**config.mk**
```make
export PLATFORM = sky130hd
export DESIGN_NAME = control_fsm_flat
export DESIGN_NICKNAME = d
export VERILOG_FILES = /design/src/rtl/control_fsm_if.sv /design/src/rtl/control_fsm.sv /design/src/flat_wrapper.sv
export SDC_FILE = /design/constraint.sdc
export NUM_CORES = 1
export LEC_CHECK = 0
export ABC_AREA = 0
export ABC_CLOCK_PERIOD_IN_PS = 3800
export CAP_MARGIN = 20
export CORE_MARGIN = 3
export CORE_UTILIZATION = 42
export DETAILED_ROUTE_END_ITERATION = 12
export HOLD_SLACK_MARGIN = 0.03
export PLACE_DENSITY_LB_ADDON = 0.3
export SLEW_MARGIN = 20
export SYNTH_ARGS = -nofsm -noshare
export SYNTH_HDL_FRONTEND = slang
export SYNTH_SLANG_ARGS = --single-unit
```
**constraint.sdc**
```tcl
create_clock -name clk -period 3.8 [get_ports clk]
set_clock_uncertainty 0.05 [all_clocks]
set_input_delay 0.76 -clock clk [delete_from_list [all_inputs] [get_ports clk]]
set_output_delay 0.76 -clock clk [all_outputs]
set_load 0.02 [all_outputs]
```
**src/rtl/control_fsm_if.sv**
```systemverilog
// Control bundle between the multi-cycle datapath and its controller.
// The controller side (master) consumes instruction fields and flags and
// drives every datapath strobe; the datapath side (slave) is the mirror.
interface control_fsm_if;
  logic [6:0]  opcode;
  logic [2:0]  funct3;
  logic        funct7_5;
  logic        zero;
  logic        mem_ready;

  logic [1:0]  alu_src_a;
  logic [1:0]  alu_src_b;
  logic [2:0]  alu_op;
  logic        pc_write;
  logic        pc_src;
  logic        ir_write;
  logic        load_mdr;
  logic        load_ab;
  logic        load_aluout;
  logic        mem_read;
  logic        mem_write;
  logic        reg_write;
  logic        mem_to_reg;
  logic        trap;
  logic [3:0]  state;
  logic [31:0] retired;

  modport master (
    input  opcode, funct3, funct7_5, zero, mem_ready,
    output alu_src_a, alu_src_b, alu_op, pc_write, pc_src, ir_write,
           load_mdr, load_ab, load_aluout, mem_read, mem_write,
           reg_write, mem_to_reg, trap, state, retired
  );

  modport slave (
    output opcode, funct3, funct7_5, zero, mem_ready,
    input  alu_src_a, alu_src_b, alu_op, pc_write, pc_src, ir_write,
           load_mdr, load_ab, load_aluout, mem_read, mem_write,
           reg_write, mem_to_reg, trap, state, retired
  );
endinterface

```
**src/rtl/control_fsm.sv**
```systemverilog
// Multi-cycle RV-subset controller: fetch/decode/execute FSM driving the
// datapath strobes, a sticky illegal-instruction trap state and a 32-bit
// retired-instruction counter.
module control_fsm (
  input  logic          clk,
  input  logic          rst_n,
  control_fsm_if.master bus
);

  typedef enum logic [3:0] {
    S_RESET     = 4'd0,
    S_FETCH     = 4'd1,
    S_DECODE    = 4'd2,
    S_EXEC_R    = 4'd3,
    S_EXEC_I    = 4'd4,
    S_ADDR      = 4'd5,
    S_LOAD_MEM  = 4'd6,
    S_LOAD_WB   = 4'd7,
    S_STORE_MEM = 4'd8,
    S_BRANCH    = 4'd9,
    S_LUI       = 4'd10,
    S_ALU_WB    = 4'd11,
    S_TRAP      = 4'd15
  } state_e;

  localparam logic [6:0] OP_R      = 7'b0110011;
  localparam logic [6:0] OP_I      = 7'b0010011;
  localparam logic [6:0] OP_LOAD   = 7'b0000011;
  localparam logic [6:0] OP_STORE  = 7'b0100011;
  localparam logic [6:0] OP_BRANCH = 7'b1100011;
  localparam logic [6:0] OP_LUI    = 7'b0110111;

  localparam logic [2:0] ALU_ADD = 3'b000;
  localparam logic [2:0] ALU_SUB = 3'b001;
  localparam logic [2:0] ALU_AND = 3'b010;
  localparam logic [2:0] ALU_OR  = 3'b011;
  localparam logic [2:0] ALU_XOR = 3'b100;
  localparam logic [2:0] ALU_SLL = 3'b101;
  localparam logic [2:0] ALU_SRL = 3'b110;
  localparam logic [2:0] ALU_SLT = 3'b111;

  state_e      state_q, state_d;
  logic [31:0] retired_q, retired_d;
  logic        retire;
  logic [2:0]  exec_op;
  logic        exec_legal;

  // Map funct3/funct7_5 to the ALU operation for register and immediate arithmetic.
  always_comb begin
    // NOTE: every combinational output gets a default first so no path leaves it unassigned (no latch).
    exec_op    = ALU_ADD;
    exec_legal = 1'b1;
    case (bus.funct3)
      3'b000:  exec_op = (state_q == S_EXEC_R && bus.funct7_5) ? ALU_SUB : ALU_ADD;
      3'b111:  exec_op = ALU_AND;
      3'b110:  exec_op = ALU_OR;
      3'b100:  exec_op = ALU_XOR;
      3'b001:  exec_op = ALU_SLL;
      3'b101:  exec_op = ALU_SRL;
      3'b010:  exec_op = ALU_SLT;
      default: exec_legal = 1'b0;  // 011 has no ALU meaning here
    endcase
  end

  // State and retired-counter registers, cleared asynchronously.
  always_ff @(posedge clk or negedge rst_n) begin
    // NOTE: the counter is a plain register, not a memory, so it takes the async reset like the state.
    if (!rst_n) begin
      state_q   <= S_RESET;
      retired_q <= '0;
    end else begin
      // NOTE: non-blocking assignments so every flop samples pre-edge values.
      state_q   <= state_d;
      retired_q <= retired_d;
    end
  end

  // Next-state selection.
  always_comb begin
    state_d = state_q;
    case (state_q)
      S_RESET:  state_d = S_FETCH;
      S_FETCH:  if (bus.mem_ready) state_d = S_DECODE;
      S_DECODE: begin
        if (bus.opcode == OP_R)                                  state_d = S_EXEC_R;
        else if (bus.opcode == OP_I)                             state_d = S_EXEC_I;
        else if (bus.opcode == OP_LOAD  && bus.funct3 == 3'b011) state_d = S_ADDR;
        else if (bus.opcode == OP_STORE && bus.funct3 == 3'b011) state_d = S_ADDR;
        else if (bus.opcode == OP_BRANCH && bus.funct3[2:1] == 2'b00) state_d = S_BRANCH;
        else if (bus.opcode == OP_LUI)                           state_d = S_LUI;
        else                                                     state_d = S_TRAP;
      end
      S_EXEC_R, S_EXEC_I: state_d = exec_legal ? S_ALU_WB : S_TRAP;
      S_ADDR:      state_d = (bus.opcode == OP_LOAD) ? S_LOAD_MEM : S_STORE_MEM;
      S_LOAD_MEM:  if (bus.mem_ready) state_d = S_LOAD_WB;
      S_LOAD_WB:   state_d = S_FETCH;
      S_STORE_MEM: if (bus.mem_ready) state_d = S_FETCH;
      S_BRANCH:    state_d = S_FETCH;
      S_LUI:       state_d = S_ALU_WB;
      S_ALU_WB:    state_d = S_FETCH;
      S_TRAP:      state_d = S_TRAP;
      default:     state_d = S_TRAP;  // unused codes 12-14
    endcase
  end

  // Datapath strobes decoded from the current state and live inputs.
  always_comb begin
    bus.alu_src_a   = 2'b00;
    bus.alu_src_b   = 2'b00;
    bus.alu_op      = ALU_ADD;
    bus.pc_write    = 1'b0;
    bus.pc_src      = 1'b0;
    bus.ir_write    = 1'b0;
    bus.load_mdr    = 1'b0;
    bus.load_ab     = 1'b0;
    bus.load_aluout = 1'b0;
    bus.mem_read    = 1'b0;
    bus.mem_write   = 1'b0;
    bus.reg_write   = 1'b0;
    bus.mem_to_reg  = 1'b0;
    bus.trap        = 1'b0;
    retire          = 1'b0;
    case (state_q)
      S_FETCH: begin
        bus.mem_read  = 1'b1;
        bus.alu_src_b = 2'b01;
        bus.ir_write  = bus.mem_ready;
        bus.pc_write  = bus.mem_ready;
      end
      S_DECODE: begin
        bus.load_ab     = 1'b1;
        bus.load_aluout = 1'b1;
        bus.alu_src_b   = 2'b11;  // branch target PC + (imm << 1)
      end
      S_EXEC_R: begin
        bus.alu_src_a   = 2'b01;
        bus.alu_op      = exec_op;
        bus.load_aluout = 1'b1;
      end
      S_EXEC_I, S_ADDR: begin
        bus.alu_src_a   = 2'b01;
        bus.alu_src_b   = 2'b10;
        bus.alu_op      = (state_q == S_EXEC_I) ? exec_op : ALU_ADD;
        bus.load_aluout = 1'b1;
      end
      S_LOAD_MEM: begin
        bus.mem_read = 1'b1;
        bus.load_mdr = bus.mem_ready;
      end
      S_LOAD_WB: begin
        bus.reg_write  = 1'b1;
        bus.mem_to_reg = 1'b1;
        retire         = 1'b1;
      end
      S_STORE_MEM: begin
        bus.mem_write = 1'b1;
        retire        = bus.mem_ready;
      end
      S_BRANCH: begin
        bus.alu_src_a = 2'b01;
        bus.alu_op    = ALU_SUB;
        bus.pc_src    = 1'b1;
        // only beq (000) and bne (001) reach this state
        bus.pc_write  = bus.funct3[0] ? !bus.zero : bus.zero;
        retire        = 1'b1;
      end
      S_LUI: begin
        bus.alu_src_a   = 2'b10;
        bus.alu_src_b   = 2'b10;
        bus.load_aluout = 1'b1;
      end
      S_ALU_WB: begin
        bus.reg_write = 1'b1;
        retire        = 1'b1;
      end
      S_TRAP:  bus.trap = 1'b1;
      default: ;
    endcase
  end

  // Retired counter advances once per completed instruction, wrapping naturally.
  always_comb begin
    retired_d = retire ? retired_q + 32'd1 : retired_q;
  end

  assign bus.state   = state_q;
  assign bus.retired = retired_q;

endmodule

```
**src/flat_wrapper.sv**
```systemverilog
// flat-port wrapper written by rule: the top's interface ports become plain ports
module control_fsm_flat 
  (clk, rst_n, bus_opcode, bus_funct3, bus_funct7_5, bus_zero, bus_mem_ready, bus_alu_src_a, bus_alu_src_b, bus_alu_op, bus_pc_write, bus_pc_src, bus_ir_write, bus_load_mdr, bus_load_ab, bus_load_aluout, bus_mem_read, bus_mem_write, bus_reg_write, bus_mem_to_reg, bus_trap, bus_state, bus_retired);
  control_fsm_if bus_i ();
  input  logic clk;
  input  logic rst_n;
  input wire logic [$bits(bus_i.opcode)-1:0] bus_opcode;
  input wire logic [$bits(bus_i.funct3)-1:0] bus_funct3;
  input wire logic [$bits(bus_i.funct7_5)-1:0] bus_funct7_5;
  input wire logic [$bits(bus_i.zero)-1:0] bus_zero;
  input wire logic [$bits(bus_i.mem_ready)-1:0] bus_mem_ready;
  output wire logic [$bits(bus_i.alu_src_a)-1:0] bus_alu_src_a;
  output wire logic [$bits(bus_i.alu_src_b)-1:0] bus_alu_src_b;
  output wire logic [$bits(bus_i.alu_op)-1:0] bus_alu_op;
  output wire logic [$bits(bus_i.pc_write)-1:0] bus_pc_write;
  output wire logic [$bits(bus_i.pc_src)-1:0] bus_pc_src;
  output wire logic [$bits(bus_i.ir_write)-1:0] bus_ir_write;
  output wire logic [$bits(bus_i.load_mdr)-1:0] bus_load_mdr;
  output wire logic [$bits(bus_i.load_ab)-1:0] bus_load_ab;
  output wire logic [$bits(bus_i.load_aluout)-1:0] bus_load_aluout;
  output wire logic [$bits(bus_i.mem_read)-1:0] bus_mem_read;
  output wire logic [$bits(bus_i.mem_write)-1:0] bus_mem_write;
  output wire logic [$bits(bus_i.reg_write)-1:0] bus_reg_write;
  output wire logic [$bits(bus_i.mem_to_reg)-1:0] bus_mem_to_reg;
  output wire logic [$bits(bus_i.trap)-1:0] bus_trap;
  output wire logic [$bits(bus_i.state)-1:0] bus_state;
  output wire logic [$bits(bus_i.retired)-1:0] bus_retired;
  assign bus_i.opcode = bus_opcode;
  assign bus_i.funct3 = bus_funct3;
  assign bus_i.funct7_5 = bus_funct7_5;
  assign bus_i.zero = bus_zero;
  assign bus_i.mem_ready = bus_mem_ready;
  assign bus_alu_src_a = bus_i.alu_src_a;
  assign bus_alu_src_b = bus_i.alu_src_b;
  assign bus_alu_op = bus_i.alu_op;
  assign bus_pc_write = bus_i.pc_write;
  assign bus_pc_src = bus_i.pc_src;
  assign bus_ir_write = bus_i.ir_write;
  assign bus_load_mdr = bus_i.load_mdr;
  assign bus_load_ab = bus_i.load_ab;
  assign bus_load_aluout = bus_i.load_aluout;
  assign bus_mem_read = bus_i.mem_read;
  assign bus_mem_write = bus_i.mem_write;
  assign bus_reg_write = bus_i.reg_write;
  assign bus_mem_to_reg = bus_i.mem_to_reg;
  assign bus_trap = bus_i.trap;
  assign bus_state = bus_i.state;
  assign bus_retired = bus_i.retired;
  control_fsm u_core (.clk(clk), .rst_n(rst_n), .bus(bus_i));
endmodule
```
After elaboration in Yosys (flattened, before gate mapping)
Cells that the tools add are included.
{"block": "word_totals", "regBits": 36}
{"block": "classes", "add_sub_neg": 1, "n_eq_ne": 28, "mux": 32, "reduce_logical": 19}
{"op": "$mux W4", "n": 9}
{"op": "$add A32 B1 Y32 const B", "n": 1}
{"op": "$pmux W4 S8", "n": 1}
{"op": "$eq A7 B6 Y1 const B", "n": 3}
{"op": "$pmux W3 S7", "n": 1}
{"op": "$eq A4 B4 Y1 const B", "n": 5}
{"op": "$eq A4 B3 Y1 const B", "n": 4}
{"op": "$mux W1", "n": 13}
{"op": "$eq A3 B3 Y1 const B", "n": 4}
{"op": "$mux W3", "n": 3}
{"op": "$pmux W3 S3", "n": 1}
{"op": "$eq A4 B2 Y1 const B", "n": 2}
{"op": "$reduce_or A2 Y1", "n": 4}
{"op": "$reduce_or A4 Y1", "n": 2}
{"op": "$eq A7 B2 Y1 const B", "n": 1}
{"op": "$eq A7 B5 Y1 const B", "n": 1}
{"op": "$eq A7 B7 Y1 const B", "n": 1}
{"op": "$reduce_or A7 Y1", "n": 1}
{"op": "$eq A3 B2 Y1 const B", "n": 2}
{"op": "$ne A2 B2 Y1 const B", "n": 3}
{"op": "$pmux W2 S3", "n": 1}
{"op": "$reduce_or A3 Y1", "n": 2}
{"op": "$reduce_or A5 Y1", "n": 1}
{"op": "$eq A4 B1 Y1 const B", "n": 1}
{"op": "9 further kinds", "n": 13}

Logic depth before layout (Yosys ltp)
{"block": "logic_depth", "ltp_word": 8, "depth_mapped": 6, "ltp_nobuf": 5}

Worst setup path before layout
Ideal clock, no wire load.
{"block": "synth_timing", "path_kind": "input-to-output", "start": "input port bus_mem_ready", "end": "output port bus_pc_write", "arrival_time_ps": 2032, "required_time_ps": 2990, "slack_ps": 958, "cell_stages": 4, "n_path_buf": 1, "path_cell_list": "clkbuf_2 -> inv_1 -> nor4_1 -> a21o_1"}
{"block": "synth_between", "elab_chain_cells": 1}
{"element": "start, declared", "line_no": "flat_wrapper.sv:11", "rtl": "input wire logic [$bits(bus_i.mem_ready)-1:0] bus_mem_ready;"}
{"element": "$pmux W1 S2", "line_no": "control_fsm.sv:123", "rtl": "case (state_q)"}
{"element": "end, declared", "line_no": "flat_wrapper.sv:15", "rtl": "output wire logic [$bits(bus_i.pc_write)-1:0] bus_pc_write;"}
No other way between the ends.

Worst setup path in the final report
{"block": "layout_timing", "start": "register u_core.state_q[2], in the netlist u_core.bus.state[2]", "end": "output port bus_alu_op[1]"}
{"block": "layout_between", "elab_chain_cells": 3}
{"element": "start, declared", "line_no": "control_fsm.sv:42", "rtl": "state_e state_q, state_d;"}
{"element": "start signal, assigned", "line_no": "control_fsm.sv:73", "rtl": "state_q <= state_d;"}
{"element": "$eq A4 B3 Y1, on equally long branches", "line_no": "control_fsm.sv:123, control_fsm.sv:143"}
{"element": "$mux W3 / $reduce_or A2 Y1 (equally long branches)"}
{"element": "$pmux W3 S3 *", "line_no": "control_fsm.sv:123"}
{"element": "end, declared", "line_no": "flat_wrapper.sv:14", "rtl": "output wire logic [$bits(bus_i.alu_op)-1:0] bus_alu_op;"}
Mark *: on every way between the ends. The rest lies on a longest branch, timed or not.

==> metrics.md <==
| Metric | Value |
|---|---|
| Total wire length | `5290 µm` |
| Hold WC Path Type | `register to register` |
| Crit path time final | `3.25 ns` |
| GRT Resource Usage Total | `17.6%` |
| Number of flops mapped to enable cells by yosys | `0` |
| Initial antenna violation count | `0` |
| Crit Reg-Reg Startpoint | `u_core.bus.state[1]$_DFFE_PN0P_` |
| Cell taking the most area after synthesis | `dfrtp_1` |
| CTS Hold Buffers Added | `0` |
| Height of the chip | `79.3 µm` |
| Ys flop type | `dfrtp_1` |
| Worst-Margin Slew | `0.742 ns` |
| Total gr overflow | `0` |
| Root Buffer | `clkbuf_8` |
| Final nets | `312` |
| Register area share after synthesis | `39.9%` |
| Synth async-reset ratio | `100%` |
| Status | `finished, final reports clean` |
| Post-DR vias/cell | `5.50` |
| Vias | `2017` |
| CP Launch Type | `register` |
| Setup crit start | `u_core.bus.state[2]$_DFFE_PN0P_` |
| FMAX | `0.307 GHz` |
| Largest cells by area after synthesis | `dfrtp_1 (40%), xnor2_1 (11%), nand4_1 (4.7%), nand2b_1 (3.0%), nand3_1 (2.7%)` |
| Period Utilization, post-route | `85.6%` |
| Hold Vio Cnt, Final | `0` |
| Worst setup path class | `register to output pin` |
| CTS Sinks | `36` |
| Flop pwr share | `32.7%` |
| Reg area | `901 µm²` |
| Gate power share | `52.5%` |
| CP Data Arrival Time | `2.44 ns` |
| Place WS | `0.564 ns` |
| Commonest non-fill, non-tap cell in the layout | `clkdlybuf4s50_1` |
| Synthesized area per cell | `9.78 µm²` |
| CP Capture Type | `output pin` |
| Crit path max fanout | `20` |
| Clk slew on worst S/H paths | `0.07 ns` |
| Syn_nets | `247` |
| Final setup fails | `0` |
| Vias in the first global route | `1953` |
| Post-Synthesis Cell Area | `2260 µm²` |
| DRT antenna net count | `0` |
| Final setup TNS | `0 ns` |
| Worst skew pair latency | `0.29 ns` |
| RD Place Congestion | `0.883` |
| Cell count after synthesis | `231` |
| Final WS setup | `0.548 ns` |
| Most frequent cells in the layout | `clkdlybuf4s50_1 (68), dfrtp_1 (36), xnor2_1 (28)` |
| Ant diodes | `0` |
| Max_slew headroom | `50.6%` |
| Switching power share of the total | `42.9%` |
| P_int | `0.00103 W` |
| Area grow syn2layout | `35.3%` |
| Initial Util | `43.9%` |
| Port-buffer cells | `68` |
| Hold_sp | `u_core.bus.retired[31]$_DFFE_PN0P_` |
| WHS | `0.425 ns` |
| Cell variety after synth | `49` |
| Global-route wire length before repair | `8970 µm` |
| Clock network power share | `14.8%` |
| Synth warn | `0` |
| # IOs | `69` |
| Drt drc | `0` |
| PD cells | `588 nW/µm²` |
| Area of the multi-input gates | `1250 µm²` |
| Cts repair resizes | `0` |
| Postcts setup bufs | `0` |
| H-tree level count | `2` |
| Max Buffers Root-to-Sink | `2` |
| Yosys reg bits | `36` |
| Final Slew Violations | `0` |
| Switching Power | `0.000770 W` |
| Worst EP required | `2.99 ns` |
| Maximum vdd drop | `442 µV` |
| Num CTS Buffers | `5` |
| WL/cell | `14.4 µm` |
| DPL Wire Length | `3920 µm` |
| Layout cells sized above 1 | `7.07%` |
| Die Wd | `79.3 µm` |
| P_leak | `1.21 nW` |
| Pin count of the biggest net entering global routing | `37` |
| CTS tree | `done` |
| Top cell type's share of synthesized area | `39.9%` |
| Max-cap violation count | `0` |
| RSZ-0062 raised after global routing | `no` |
| Initial DRC Count | `91` |
| Rows | `26` |
| Core Box Area | `5140 µm²` |
| # fillers | `467` |
| Full die area | `6290 µm²` |
| Pre-antenna DRT Iters | `4` |
## state kept, by name, summed over array words and instances, names as in the netlist
register,count
u_core.bus.retired,32
u_core.bus.state,4
## path summary, 6_finish.rpt
kind / slack [ns] / endpoint / cells past startpoint
worst max register to register: 1.33 / u_core.bus.retired[25]$_DFFE_PN0P_ / 4
worst min register to register: 0.42 / u_core.bus.retired[31]$_DFFE_PN0P_ / 1
min in group asynchronous: 0.83 / u_core.bus.retired[13]$_DFFE_PN0P_ / 2
max in group asynchronous: 2.55 / u_core.bus.retired[0]$_DFFE_PN0P_ / 2
worst max-delay path: 0.55 / bus_alu_op[1] / 5
worst min-delay path: 0.42 / u_core.bus.retired[31]$_DFFE_PN0P_ / 1
## worst max-delay path, stage by stage, from the launching register on
cell and delay [ns]:
dfrtp_1 0.72, nand2b_1 0.18, mux2i_1 0.17, nor2b_1 0.26, a21boi_0 0.20, clkdlybuf4s50_1 0.63
## kinds of logic (layout without fill, tap and decap cells)
logic type	count (synthesis)	after routing	share of synthesized area, %
buf+inv	21	87	4.93
xor+xnor	34	34	13.2
simple gates	102	102	27.8
fa+ha+maj	1	1	0.554
flops	36	36	39.9
compound gates	33	33	11.7
mux	4	4	1.94
## stage by stage
step | instances | instance area, µm² | utilization, % | total power [W]
2_1_floorplan | 231 | 2260 | - | 0.00118
3_3_place_gp | 359 | 2970 | 57.7 | 0.00153
3_5_place_dp | 359 | 2970 | 57.7 | 0.00154
4_1_cts | 367 | 3060 | 59.4 | 0.00181
5_1_grt | 367 | 3060 | 59.4 | 0.00192
6_report | 367 | 3060 | 59.4 | 0.00180
## power groups by stage
stage	logic (W)	registers, W	clock network [W]
6_report	0.000942	0.000588	0.000266
5_1_grt	0.00102	0.000606	0.000298
2_1_floorplan	0.000604	0.000574	0
3_5_place_dp	0.000947	0.000592	0
3_3_place_gp	0.000939	0.000592	0
4_1_cts	0.000952	0.000585	0.000273
## synthesized netlist by cell type, types with 2 or more instances
library cell and number:
and4_1 2, a21oi_1 5, nor4_1 3, a311oi_4 2, buf_6 3, nor3_1 8, nand2_1 13, o21ai_0 5
nor2b_1 2, mux2_2 3, buf_4 2, xor2_1 6, o31ai_1 4, nand4b_1 3, and2_1 2, nand3_1 12
dfrtp_1 36, nand2b_1 11, xnor2_1 28, and3_1 8, a21boi_0 3, nand3b_1 2, clkbuf_1 5, a41oi_1 3
inv_1 8, a31oi_1 2, nor2_1 11, nand4_1 17, a21o_1 2
## per-layer routing
| metal | vias up | global-route usage (%) | routed length (µm) |
|---|---|---|---|
| met5 | - | 0 | 0 |
| met3 | 4 | 4.54 | 225 |
| met1 | 992 | 22.4 | 2390 |
| met2 | 48 | 29.9 | 2640 |
| li1 | 973 | - | - |
| met4 | 0 | 4.12 | 25 |
## cell type report
| type | count | area share [%] |
|---|---|---|
| multi-input cells | 174 | 40.8 |
| flip-flops and latches | 36 | 29.5 |
| repair buffers | 71 | 23.0 |
| well taps | 70 | 2.87 |
| clock buffers | 5 | 2.25 |
| inverters | 8 | 0.983 |
| clock inverters | 3 | 0.614 |
(Power assumes the default switching activity.)
